### src/rtl/wb_ctrl_sp_io.sv
// Write-back controller: decodes WB fields into RF writes, owns SP with bound checks, IN port and buffered OUT FIFO.
// Latency: decode/RF write/handshakes are combinational (0 cycles); SP, FIFO and FSM state update on the next rising edge.
// Backpressure: wb_stall holds the pipeline while IN has no data or OUT FIFO is full with no pop; FIFO pops continue while stalled.
module wb_ctrl_sp_io #(
    parameter int                 DATA_W    = 8,
    parameter int                 OUT_DEPTH = 4,
    parameter logic [DATA_W-1:0]  SP_INIT   = 8'hFF,
    parameter logic [DATA_W-1:0]  STACK_LO  = 8'h80,
    parameter logic [DATA_W-1:0]  STACK_HI  = 8'hFF,
    localparam int                LVL_W     = $clog2(OUT_DEPTH + 1)
) (
    input  logic              clk,
    input  logic              rst,
    input  logic              wb_valid,
    input  logic [3:0]        opcode,
    input  logic [1:0]        ra_wb,
    input  logic [1:0]        rb_wb,
    input  logic [DATA_W-1:0] wb_data,
    output logic              wb_stall,
    output logic              rf_we,
    output logic [1:0]        rf_waddr,
    output logic [DATA_W-1:0] rf_wdata,
    output logic [DATA_W-1:0] sp_q,
    output logic              stk_err,
    input  logic              in_valid,
    input  logic [DATA_W-1:0] in_data,
    output logic              in_ready,
    output logic              out_valid,
    output logic [DATA_W-1:0] out_data,
    input  logic              out_ready,
    output logic [LVL_W-1:0]  out_level
);

    localparam int PTR_W = (OUT_DEPTH > 1) ? $clog2(OUT_DEPTH) : 1;

    typedef enum logic {RUN = 1'b0, IN_WAIT = 1'b1} state_t;

    state_t state_q, state_d;

    logic [DATA_W-1:0] fifo_mem [OUT_DEPTH];
    logic [PTR_W-1:0]  rd_ptr_q, wr_ptr_q;
    logic              fifo_full;
    logic              fifo_push, fifo_pop;
    logic              is_in, is_out;
    logic              sp_dec, sp_inc;

    // Sub-op classification of the WB instruction, used by stall and FSM logic.
    always_comb begin
        is_in  = wb_valid && (opcode == 4'd7) && (ra_wb == 2'd3);
        is_out = wb_valid && (opcode == 4'd7) && (ra_wb == 2'd2);
    end

    assign fifo_full = (out_level == LVL_W'(OUT_DEPTH));
    assign out_valid = (out_level != '0);
    assign out_data  = fifo_mem[rd_ptr_q];
    assign fifo_pop  = out_valid && out_ready;

    // FSM state register.
    always_ff @(posedge clk) begin
        if (rst) state_q <= RUN;
        else     state_q <= state_d;
    end

    // Next state: park in IN_WAIT while an IN waits for data; leave on data or when the instruction goes away.
    always_comb begin
        state_d = state_q;
        case (state_q)
            RUN:     if (is_in && !in_valid)  state_d = IN_WAIT;
            IN_WAIT: if (!is_in || in_valid)  state_d = RUN;
            default: state_d = RUN;
        endcase
    end

    // Outputs: stall generation, handshakes, RF write decode and SP/FIFO requests for completing instructions.
    always_comb begin
        wb_stall  = 1'b0;
        in_ready  = 1'b0;
        rf_we     = 1'b0;
        rf_waddr  = 2'd0;
        rf_wdata  = '0;
        sp_dec    = 1'b0;
        sp_inc    = 1'b0;
        fifo_push = 1'b0;
        if (wb_valid) begin
            wb_stall = (is_in && !in_valid) || (is_out && fifo_full && !out_ready);
            if (!wb_stall) begin
                case (opcode)
                    4'd1, 4'd2, 4'd3, 4'd4, 4'd5, 4'd8, 4'd10: begin
                        rf_we    = 1'b1;
                        rf_waddr = ra_wb;
                        rf_wdata = wb_data;
                    end
                    4'd6, 4'd12: begin
                        if (ra_wb < 2'd2) begin
                            rf_we    = 1'b1;
                            rf_waddr = rb_wb;
                            rf_wdata = wb_data;
                        end
                    end
                    4'd13: begin
                        rf_we    = 1'b1;
                        rf_waddr = rb_wb;
                        rf_wdata = wb_data;
                    end
                    4'd7: begin
                        case (ra_wb)
                            2'd0: sp_dec = 1'b1;
                            2'd1: begin
                                rf_we    = 1'b1;
                                rf_waddr = rb_wb;
                                rf_wdata = wb_data;
                                sp_inc   = 1'b1;
                            end
                            2'd2: fifo_push = 1'b1;
                            default: begin
                                in_ready = 1'b1;
                                rf_we    = 1'b1;
                                rf_waddr = rb_wb;
                                rf_wdata = in_data;
                            end
                        endcase
                    end
                    4'd11: begin
                        if (ra_wb == 2'd1)      sp_dec = 1'b1;
                        else if (ra_wb != 2'd0) sp_inc = 1'b1;
                    end
                    default: ;
                endcase
            end
        end
    end

    // Stack pointer: an RF write to R3 reloads SP and overrides inc/dec; bound hits freeze SP and set the sticky error.
    always_ff @(posedge clk) begin
        if (rst) begin
            sp_q    <= SP_INIT;
            stk_err <= 1'b0;
        end else if (rf_we && (rf_waddr == 2'd3)) begin
            sp_q <= rf_wdata;
        end else if (sp_dec) begin
            if (sp_q == STACK_LO) stk_err <= 1'b1;
            else                  sp_q    <= sp_q - DATA_W'(1);
        end else if (sp_inc) begin
            if (sp_q == STACK_HI) stk_err <= 1'b1;
            else                  sp_q    <= sp_q + DATA_W'(1);
        end
    end

    // OUT FIFO pointers and occupancy; push into a full FIFO is only issued together with a pop.
    always_ff @(posedge clk) begin
        if (rst) begin
            rd_ptr_q  <= '0;
            wr_ptr_q  <= '0;
            out_level <= '0;
        end else begin
            if (fifo_push)
                wr_ptr_q <= (wr_ptr_q == PTR_W'(OUT_DEPTH - 1)) ? '0 : wr_ptr_q + PTR_W'(1);
            if (fifo_pop)
                rd_ptr_q <= (rd_ptr_q == PTR_W'(OUT_DEPTH - 1)) ? '0 : rd_ptr_q + PTR_W'(1);
            case ({fifo_push, fifo_pop})
                2'b10:   out_level <= out_level + LVL_W'(1);
                2'b01:   out_level <= out_level - LVL_W'(1);
                default: ;
            endcase
        end
    end

    // OUT FIFO storage; contents need no reset since occupancy gates visibility.
    always_ff @(posedge clk) begin
        if (fifo_push) fifo_mem[wr_ptr_q] <= wb_data;
    end

endmodule

### config.mk
export PLATFORM = sky130hd
export DESIGN_NAME = wb_ctrl_sp_io
export DESIGN_NICKNAME = d
export VERILOG_FILES = /design/src/rtl/wb_ctrl_sp_io.sv
export SDC_FILE = /design/constraint.sdc
export NUM_CORES = 1
export LEC_CHECK = 0
export ABC_AREA = 1
export ABC_CLOCK_PERIOD_IN_PS = 3270
export BUFFER_PORTS_ARGS = -buffer_cell sky130_fd_sc_hd__buf_4
export CAP_MARGIN = 20
export CORE_MARGIN = 4
export CORE_UTILIZATION = 59
export DETAILED_ROUTE_END_ITERATION = 12
export GPL_ROUTABILITY_DRIVEN = 1
export HOLD_SLACK_MARGIN = 0.15
export MAX_ROUTING_LAYER = met4
export PLACE_DENSITY = 0.85
export SLEW_MARGIN = 20
export SYNTH_ARGS = -nofsm -noshare
export SYNTH_HDL_FRONTEND = slang
export SYNTH_SLANG_ARGS = --single-unit
### constraint.sdc
create_clock -name clk -period 3.27 [get_ports clk]
set_input_delay 0.1635 -clock clk [delete_from_list [all_inputs] [get_ports clk]]
set_output_delay 0.1635 -clock clk [all_outputs]
set_load 0.005 [all_outputs]
==> results of run 1 <==
-- stage by stage --
step,utilization (%),total power (W),hold slack (ns),instances
2_1_floorplan,-,0.000849,0.262,383
3_3_place_gp,73.2,0.000937,0.378,506
3_5_place_dp,73.2,0.000941,0.381,506
4_1_cts,76.8,0.00129,0.220,523
5_1_grt,76.8,0.00135,0.242,523
6_report,76.8,0.00129,0.212,523
-- cells by family (layout without fill, tap and decap cells) --
| group | Yosys count | count (layout) | share of synthesized area, % |
|---|---|---|---|
| buffers and inverters | 63 | 136 | 8.38 |
| and+or+nand+nor | 194 | 194 | 30.3 |
| xor gates and xnor gates | 5 | 5 | 1.43 |
| DFF | 50 | 50 | 43.2 |
| adders and majority gates | 14 | 14 | 6.22 |
| AOI/OAI and AO/OA | 57 | 57 | 10.4 |
-- synthesized netlist by cell type, drive strengths merged --
| cell type | n |
|---|---|
| nand3 | 46 |
| a21oi | 16 |
| o211a | 1 |
| buf | 4 |
| nor3 | 5 |
| inv | 56 |
| a211oi | 2 |
| nand2 | 88 |
| a21boi | 2 |
| xor2 | 3 |
| nand4 | 4 |
| o21bai | 1 |
| xnor2 | 2 |
| o21ai | 25 |
| dfxtp | 18 |
| a31oi | 2 |
| ha | 12 |
| o22ai | 8 |
| clkbuf | 3 |
| fa | 2 |
| or2 | 3 |
| edfxtp | 32 |
| nand3b | 2 |
| nor2 | 46 |
-- sequential cells by signal, summed over array words and instances, names as in the netlist, named ones only --
| name | cells |
|---|---|
| sp_q | 8 |
| out_level | 3 |
| fifo_mem | 32 |
| stk_err | 1 |
| wr_ptr_q | 2 |
| rd_ptr_q | 2 |
-- report_power, final --
part / total (W) / leakage [nW] / internal [W] / switching (W)
clock network: 0.000350 / 0.0441 / 0.000150 / 0.000200
logic: 0.000249 / 1.32 / 0.000110 / 0.000139
registers: 0.000687 / 0.434 / 0.000677 / 0.00000975
total: 0.00129 / 1.80 / 0.000938 / 0.000348
-- what timing repair did --
action / in CTS / in global routing
hold buffers: 9 / 0
setup buffers: 0 / 0
hold endpoints to repair: 36 / 0
-- routing by layer --
layer | GRT usage, % | vias up
met5 | - | -
met2 | 43.4 | 53
met1 | 26.4 | 1305
met4 | 7.60 | 0
li1 | - | 1410
met3 | 3.16 | 13
-- tightest hold or removal path: stages --
cell	delay [ns]
buf_4	0.07
nand2_1	0.04
nand2_1	0.07
a21oi_1	0.07
nand3_1	0.06
-- layout make-up --
cell class / instances / area, µm²
clock buffer: 5 / 68.8
clock inverter: 3 / 21.3
fill: 345 / 1130
inverter: 56 / 210
multi-input combinational: 270 / 1480
sequential: 50 / 1320
tap: 67 / 83.8
timing repair buffer: 72 / 563
-- worst max path at each step --
stage                 startpoint           end  depth (start not counted)
floorplan               ra_wb[0]  out_level[2]                         13
global placement       opcode[3]  out_level[2]                         15
detailed placement     opcode[3]  out_level[2]                         15
CTS                 out_level[1]  out_level[2]                         12
global route        out_level[2]  out_level[2]                         13
finish              out_level[2]  out_level[2]                         13
==> results.md, run 1 <==
- Status: finished, final reports clean
- M1 wire length: 3.00 mm
- Cell variety after synth: 35
- Crit path cell chain: inv_1 > nor2_1 > nand2_1 > nor2_4 > nor2_8 > nand2_2 > ha_1 > inv_1 > fa_1 > a21oi_1 > o21ai_0 > o21ai_0 > a21oi_1
- FF-to-FF End: out_level[2]
- Max Cap Viol: 0
- Area grow syn2layout: 22.6%
- Worst vdd ir: 199 µV
- TritonCTS Sinks: 50
- Largest cells by area after synthesis: edfxtp_1 31%, dfxtp_1 12%, nand2_1 9.7%, nand3_1 7.0%, inv_1 6.4%
- Setup TNS: 0 ns
- Worst Hold Launch: in_data[0]
- Crit start category: flop
- CP top delay family: simple AND/OR/NAND/NOR gates
- Via density: 5.32
- PwrDens: 343 nW/µm²
- DP Worst Slack: 1.03 ns
- Final ANT Viol Nets: 0
- Largest area contributor in the netlist: edfxtp_1
- Initial antenna violation count: 0
- Clock slew at reported path FFs: 0.09 ns
- Reg2reg start: out_level[2]
- DIE AREA: 6400 µm²
- CP Buf/Inv Count: 2
- Via count: 2781
- Syn Inst Count: 383
- Period utilisation layout: 68.2%
- Synthesized cell area: 3060 µm²
- Clock buffer count from CTS: 5
- Root Driver: clkbuf_8
- Post-CTS resize count: 0
- Top-area cell type share of the netlist area: 31.4%
- Cell area after layout: 3750 µm²
- First-pass GRT wire length: 11.6 mm
- CP endpoint kind: flop
- Seq cells post-synth: 50
- Drt first pass iters: 4
- Final wirelength: 7.15 mm
- Final Max Slew Viols: 0
- Total nets after synthesis: 426
- Layout cell share with drive strength beyond 1: 21.3%
- Max Buffers Root-to-Sink: 2
- GRT Util Overall: 23.7%
- Met3 WL post-DR: 253 µm
- Floorplan core area: 4880 µm²
- Relative slew margins: 48.5%
- CTS tree: yes
- Clk_lat worst skew: 0.30 ns
- FF-to-FF path depth: 13
- Clock Skews: 0.00953 ns
- RSZ-0062 raised after global routing: no
- Crit-path max FO: 9
- Worst path arrival time: 2.42 ns
- Rows: 25
- Final Hold Vio Count: 0
- Iter 0 DRT Violations: 149
- I/O pin count: 63
- Synth warn: 0
- Worst path required time: 3.46 ns
- Highest Clock Rate: 448 MHz
- Die X: 80.0 µm
- I/O Buffers: 62
- Fin worst setup slack: 1.04 ns
- Slowest cell on the critical path: dfxtp_1
- DRC: 0
- Final setup violation count: 0
- HPWL Detailed: 5.44 mm
- Worst-Margin Slew: 0.770 ns
- Htree depth: 2
- Largest net degree at the start of global routing: 19
- Remaining global-route overflow: 0
- DR top layer: met4
- Layout Nets: 498
- Sequential share of the synthesized area: 43.2%
- Avg Cell Area, Syn: 7.99 µm²
- GP Congestion: 0.885
- Crit Path Class: reg -> reg
- Commonest non-fill, non-tap cell in the layout: nand2_1
- Critical Path Max Stage Delay: 0.37 ns
- Minimum clock period: 2.23 ns
- Met2 WL: 3.75 mm
- Initial core utilization: 62.7%
- Vias in the first global route: 2646
- Most frequent cells in the layout: 79 x nand2_1, 63 x buf_4, 52 x inv_1, 43 x nand3_1, 38 x nor2_1
- Number of diodes: 0
- Static Leak: 1.80 nW
- Placed cell area: 3570 µm²
- WL/cell: 13.7 µm
- Hold Crit Class: in -> reg
- R2R Setup Slk: 1.04 ns
- Die Ht: 80.0 µm
- Hold Crit Depth: 5
- Hold Crit Endpoint: sp_q[0]
No activity file was read; power rests on OpenSTA's default activity.
==> inputs of run 2 (changes only) <==
- ABC_CLOCK_PERIOD_IN_PS: 3270 -> 1860
- CORE_UTILIZATION: 59 -> 50
- PLACE_DENSITY: 0.85 -> 0.77
- clock period: 3.27 -> 1.86 ns (I/O delays scaled with it)
==> run 2 against run 1 <==
  * Cell area is 11% higher
  * Utilization is 6.6 points lower
  * Worst setup slack worse by 1.0 ns
  * Global-route usage is 0.60 points lower
  * Combinational power is 110% higher
  * Largest cell class unchanged
  * Highest routed layer unchanged
==> results.md, run 2 (synthesis gave the netlist of run 1 again) <==
- Final Max Slew Viols: 0 (unchanged)
- CP endpoint kind: flop
- Final setup violation count: 0 (unchanged)
- Largest net degree at the start of global routing: 19 (unchanged)
- GP Congestion: 0.882 (-0.40%)
- GRT Util Overall: 23.1% (-0.60 points)
- I/O pin count: 63 (unchanged)
- CP Buf/Inv Count: 1 (-1)
- Static Leak: 2.01 nW (+12%)
- Via density: 5.18 (-2.7%)
- Root Driver: clkbuf_8
- Most frequent cells in the layout: 103 x buf_4, 76 x nand2_1, 47 x inv_1, 43 x nand3_1, 36 x nor2_1
- Worst vdd ir: 321 µV (+61%)
- DRC: 0 (unchanged)
- Status: finished, final reports clean
- Sequential power share: 51.0% (-2.4 points)
- Worst path arrival time: 2.03 ns (-0.39 ns)
- Max reg flops: 32 (unchanged)
- Crit start category: flop
- Clock network fraction of total power: 27.4% (+0.2 points)
- Switching Power: 0.000669 W (+92%)
- Floorplan core area: 5920 µm² (+21%)
- Power consumption: 0.00237 W (+84%)
- Relative slew margins: 71.1% (+23 points)
- Area grow syn2layout: 35.9%
- DIE AREA: 7430 µm² (+16%)
- Combinational power share: 21.6% (+2.2 points)
- Biggest registers after layout: fifo_mem: 32 flops, sp_q: 8 flops, out_level: 3 flops
- PwrDens: 570 nW/µm² (+66%)
- Vias in the first global route: 2922 (+10%)
- Initial core utilization: 51.7% (-11 points)
- Clock Skews: 0.00896 ns (-0.000574 ns)
- Worst path required time: 2.07 ns (-1.39 ns)
- Crit-path max FO: 2 (-7)
- Critical Path Max Stage Delay: 0.35 ns (-0.02 ns)
- Minimum clock period: 1.82 ns (-0.407 ns)
- CTS tree: yes
- RSZ-0062 raised after global routing: yes
- Final Hold Vio Count: 0 (unchanged)
- Layout fillers: 480 (+39%)
- Register area: 1330 µm² (+0.28%)
- Crit path cell chain: nor2_4 > nand2_2 > nor2_4 > nor2_8 > nand2_4 > ha_4 > inv_2 > fa_2 > a21oi_2 > o21ai_2 > o21ai_2 > a21oi_1
- Die Ht: 86.2 µm (+7.8%)
- Period utilisation layout: 98.0% (+30 points)
- Final ANT Viol Nets: 0 (unchanged)
- Hold Crit Class: in -> reg
- WL/cell: 14.1 µm (+3.4%)
- Remaining global-route overflow: 0 (unchanged)
- Clock buffer count from CTS: 5 (unchanged)
- Most flop-heavy register: fifo_mem
- Setup TNS: 0 ns (unchanged)
- Via count: 2971 (+6.8%)
- Number of diodes: 0 (unchanged)
- Layout cell share with drive strength beyond 1: 31.9% (+11 points)
- CP top delay family: simple AND/OR/NAND/NOR gates
- Highest Clock Rate: 549 MHz (+22%)
- Max Cap Viol: 0 (unchanged)
- Final wirelength: 8.11 mm (+13%)
- I/O Buffers: 62 (unchanged)
- Htree depth: 2 (unchanged)
- Drt first pass iters: 4 (unchanged)
- HPWL Detailed: 6.07 mm (+12%)
- Clk_lat worst skew: 0.31 ns (about the same)
- Sw Ratio: 28.2% (+1.2 points)
- TritonCTS Sinks: 50 (unchanged)
- Commonest non-fill, non-tap cell in the layout: buf_4
- Iter 0 DRT Violations: 158 (+6.0%)
- Pint: 0.00170 W (+81%)
- Worst-Margin Slew: 0.433 ns (-0.338 ns)
- Clock slew at reported path FFs: 0.10 ns (about the same)
- Max Buffers Root-to-Sink: 2 (unchanged)
- Crit Path Class: reg -> reg
- First-pass GRT wire length: 13.3 mm (+15%)
- Multi-input gate area: 1540 µm² (+3.9%)
- Slowest cell on the critical path: dfxtp_2
- Rows: 28 (+12%)
- Initial antenna violation count: 0 (unchanged)
- Die X: 86.2 µm (+7.8%)
- Layout Nets: 541 (+8.6%)
## run 2: changes by cell type in the layout (fill, tap and decap cells not counted), moves of 3 or more
cell / change
buf_4: +40
buf_6: +3
dfxtp_1: -3
dfxtp_2: +3
inv_1: -5
inv_2: +5
nand2_1: -3
## run 2: layer usage
layer / track usage [%] / share of wire [%] / vias up
li1: - / - / 1491
met1: 28.3 / 42 / 1391
met2: 39.4 / 52 / 77
met3: 3.52 / 4.5 / 12
met4: 6.94 / 1.6 / 0
met5: - / 0 / -
## run 2: path summary, 6_finish.rpt
path         slack [ns]            to    startpoint  cells past startpoint
max                0.04  out_level[2]  out_level[1]                     12
min                0.16       sp_q[7]    in_data[7]                      5
max reg2reg        0.04  out_level[2]  out_level[1]                     12
min reg2reg        0.46       stk_err       stk_err                      2
## run 2: power by group through the flow
stage                     sequential, W  clock (W)  combinational (W)
final                           0.00121   0.000650           0.000511
after CTS                       0.00121   0.000664           0.000492
after detailed placement        0.00123          0           0.000472
after floorplan                 0.00123          0           0.000262
after global placement          0.00123          0           0.000462
after global routing            0.00121   0.000716           0.000567
## run 2: layout make-up
cell class              instances  share of cell area [%]
clock inverters                 3                   0.572
multi-input cells             270                    37.0
clock buffers                   5                    1.66
flip-flops and latches         50                    31.9
repair buffers                115                    21.6
well taps                      75                    2.26
inverters                      56                    5.06
## run 2: what timing repair did
item                                    4_1_cts  5_1_grt
gates resized for setup                      10       15
buffers inserted                              1        6
cloned                                        0        0
endpoints found under the setup margin       10       10
hold buffers                                  9        0
pin swaps                                     8       10
endpoints found under the hold margin        41        0
## run 2: worst register-to-register path, cell delays in order, from the launching register on
cell and delay (ns):
dfxtp_2 0.35, nor2_4 0.12, nand2_2 0.09, nor2_4 0.15, nor2_8 0.05, nand2_4 0.07
ha_4 0.13, inv_2 0.04, fa_2 0.35, a21oi_2 0.15, o21ai_2 0.07, o21ai_2 0.11
a21oi_1 0.04
## run 2: through the flow
| stage | worst slack [ns] | cells | utilization [%] | hold slack, ns | cell area (µm²) |
|---|---|---|---|---|---|
| global route | -0.0588 | 574 | 70.2 | 0.200 | 4160 |
| CTS | -0.0311 | 568 | 68.8 | 0.150 | 4080 |
| detailed placement | -0.0710 | 550 | 65.2 | 0.307 | 3860 |
| finish | 0.0375 | 574 | 70.2 | 0.156 | 4160 |
| floorplan | 0.00843 | 383 | - | 0.192 | 3070 |
| global placement | -0.00914 | 550 | 65.2 | 0.305 | 3860 |
==> inputs of run 3 (changes only) <==
- ABC_CLOCK_PERIOD_IN_PS: 1860 -> 1800
- CORE_UTILIZATION: 50 -> 55
- PLACE_DENSITY: 0.77 -> 0.8
- clock period: 1.86 -> 1.8 ns (I/O delays scaled with it)
==> run 3 against run 2 <==
  * The run now ends with negative setup slack left
  * First-iteration DRC count grew 15%
  * Register-to-register slack lost 0.13 ns
  * Utilization grew 11 points
  * Sequential power grew 3%
  * Die area shrank 8.3%
  * Critical path depth is the same
  * Flip-flop and latch count is the same
  * Via count grew 5.3%
  * Critical endpoint unchanged
  * Clock skew shrank 0.0013 ns
  * Worst setup slack lost 0.13 ns
  * Sequential share of layout area shrank 0.54 points
  * Largest power group unchanged
==> results.md, run 3 (synthesis gave the netlist of run 1 again) <==
- R2R Setup Slk: -0.1 ns (-0.13 ns)
- Max reg flops: 32 (unchanged)
- Floorplan core area: 5240 µm² (-12%)
- Rows: 26 (-7.1%)
- Via density: 5.46 (+5.4%)
- Crit start category: flop
- Power consumption: 0.00246 W (+3.6%)
- RSZ-0062 raised after global routing: yes
- Final ANT Viol Nets: 0 (unchanged)
- TritonCTS Sinks: 50 (unchanged)
- Multi-input gate area: 1580 µm² (+2.4%)
- Initial core utilization: 58.4% (+6.7 points)
- Minimum clock period: 1.90 ns (+0.0741 ns)
- PwrDens: 581 nW/µm² (+1.9%)
- Slowest cell on the critical path: fa_2
- Initial antenna violation count: 0 (unchanged)
- Number of diodes: 0 (unchanged)
- Worst vdd ir: 352 µV (+9.7%)
- Largest net degree at the start of global routing: 19 (unchanged)
- Crit-path max FO: 2 (unchanged)
- Status: finished, violations left
- Root Driver: clkbuf_8
- Clk_lat worst skew: 0.30 ns (about the same)
- Die X: 82.6 µm (-4.2%)
- Cell area after layout: 4230 µm² (+1.7%)
- First-pass GRT wire length: 14.2 mm (+6.4%)
- CTS tree: yes
- Max Buffers Root-to-Sink: 2 (unchanged)
- Drt first pass iters: 5 (+1)
- Crit. Startpoint: out_level[0]
- Htree depth: 2 (unchanged)
- CP Capture Point: out_level[2]
- Final setup violation count: 4 (+4)
- I/O Buffers: 62 (unchanged)
- DRC: 0 (unchanged)
- Max Cap Viol: 0 (unchanged)
- GP Congestion: 1.05 (+19%)
- Critical Path Most Common Cell: nor2_4
- Final wirelength: 8.81 mm (+8.6%)
- Die Ht: 82.6 µm (-4.2%)
- Final Max Slew Viols: 0 (unchanged)
- Placed cell area: 3900 µm² (+1.1%)
- Failing checks: negative setup slack
- Clock buffer count from CTS: 5 (unchanged)
- FF-to-FF path depth: 12 (unchanged)
- Clock Skews: 0.00762 ns (-0.00134 ns)
- Worst path required time: 2.00 ns (-0.07 ns)
- Biggest registers after layout: fifo_mem: 32 flops, sp_q: 8 flops, out_level: 3 flops
- Setup TNS: -0.224 ns (-0.224 ns)
- Relative slew margins: 68.2% (-2.9 points)
- HPWL Detailed: 6.32 mm (+4.0%)
- Remaining global-route overflow: 0 (unchanged)
- Crit Path Class: reg -> reg
- Register area: 1330 µm² (unchanged)
- Worst path arrival time: 2.10 ns (+0.07 ns)
- Highest Clock Rate: 527 MHz (-3.9%)
- Crit path cell chain: nor2_4 > nand2_2 > nor2_4 > nor2_8 > nand2_4 > ha_4 > inv_2 > fa_2 > a21oi_2 > o21ai_2 > o21ai_1 > a21oi_1
- Iter 0 DRT Violations: 182 (+15%)
- Layout fillers: 354 (-26%)
- Period utilisation layout: 105% (+7.4 points)
- I/O pin count: 63 (unchanged)
- Reg2reg start: out_level[0]
- Fin worst setup slack: -0.0966 ns (-0.134 ns)
- Worst-Margin Slew: 0.476 ns (+0.0438 ns)
- Most flop-heavy register: fifo_mem
- Most frequent cells in the layout: 103 x buf_4, 73 x nand2_1, 45 x inv_1, 43 x nand3_1, 33 x nor2_1
- Hold Crit Class: in -> reg
- Commonest non-fill, non-tap cell in the layout: buf_4
- WL/cell: 15.4 µm (+8.8%)
- GRT Util Overall: 27.9% (+4.9 points)
- FF-to-FF End: out_level[2]
- Area grow syn2layout: 38.2%
- Vias in the first global route: 3032 (+3.8%)
- Fin Hold WS: 0.185 ns (+0.0293 ns)
- Clock slew at reported path FFs: 0.10 ns (about the same)
- Layout cell share with drive strength beyond 1: 34.0% (+2.1 points)
- Final Hold Vio Count: 0 (unchanged)
- DIE AREA: 6820 µm² (-8.3%)
- Static Leak: 2.04 nW (+1.8%)
- Via count: 3127 (+5.3%)
- Layout Nets: 545 (+0.74%)
- Critical Path Max Stage Delay: 0.36 ns (about the same)
- CP endpoint kind: flop
-- run 3: worst min-delay path by stage --
| stage | slack [ns] | cells after the start | end | from |
|---|---|---|---|---|
| 3_3_place_gp | 0.30 | 1 | fifo_mem[0][5] | wb_data[5] |
| 5_1_grt | 0.22 | 5 | sp_q[6] | in_data[6] |
| 3_5_place_dp | 0.30 | 1 | fifo_mem[3][5] | wb_data[5] |
| 4_1_cts | 0.17 | 5 | sp_q[7] | in_data[7] |
| 6_report | 0.19 | 5 | sp_q[5] | in_data[5] |
| 2_1_floorplan | 0.19 | 0 | fifo_mem[0][0] | wb_data[0] |
-- run 3: final cells by class --
| cell class | count | area share, % |
|---|---|---|
| Inverter | 56 | 4.97 |
| Timing Repair Buffer | 119 | 22.2 |
| Clock inverter | 3 | 0.503 |
| Tap cell | 70 | 2.07 |
| Clock buffer | 5 | 1.63 |
| Multi-Input combinational cell | 270 | 37.2 |
| Sequential cell | 50 | 31.3 |
-- run 3: repair_timing --
item	in CTS	in global routing
pin swaps	5	3
endpoints found under the hold margin	41	0
gates resized for setup	8	27
setup endpoints to repair	10	14
hold buffers	10	0
buffers inserted	4	3
-- run 3: through the flow --
step	setup WS [ns]	instances	util (%)
4_1_cts	-0.0578	571	79.2
5_1_grt	-0.167	573	80.7
3_3_place_gp	-0.0788	549	74.4
3_5_place_dp	-0.113	549	74.4
6_report	-0.0966	573	80.7
2_1_floorplan	0.0000296	383	-
-- run 3: worst max-delay path, delay by kind of cell, from the launching register on --
kind            cells  cell delay (ns)
compound gates      4             0.41
simple gates        5             0.50
buf+inv             1             0.04
fa+ha+maj           2             0.48
flops               1             0.35
-- run 3: power breakdown --
group	total [W]	switching, W	internal (W)
clock	0.000656	0.000382	0.000274
combinational	0.000551	0.000293	0.000258
sequential	0.00125	0.0000184	0.00123
-- run 3: routing by layer --
layer	vias up	part of all wire (%)	track usage, %
li1	1508	-	-
met1	1448	40	33.4
met5	-	0	-
met4	0	3.1	7.68
met3	36	4.8	3.58
met2	135	52	49.5
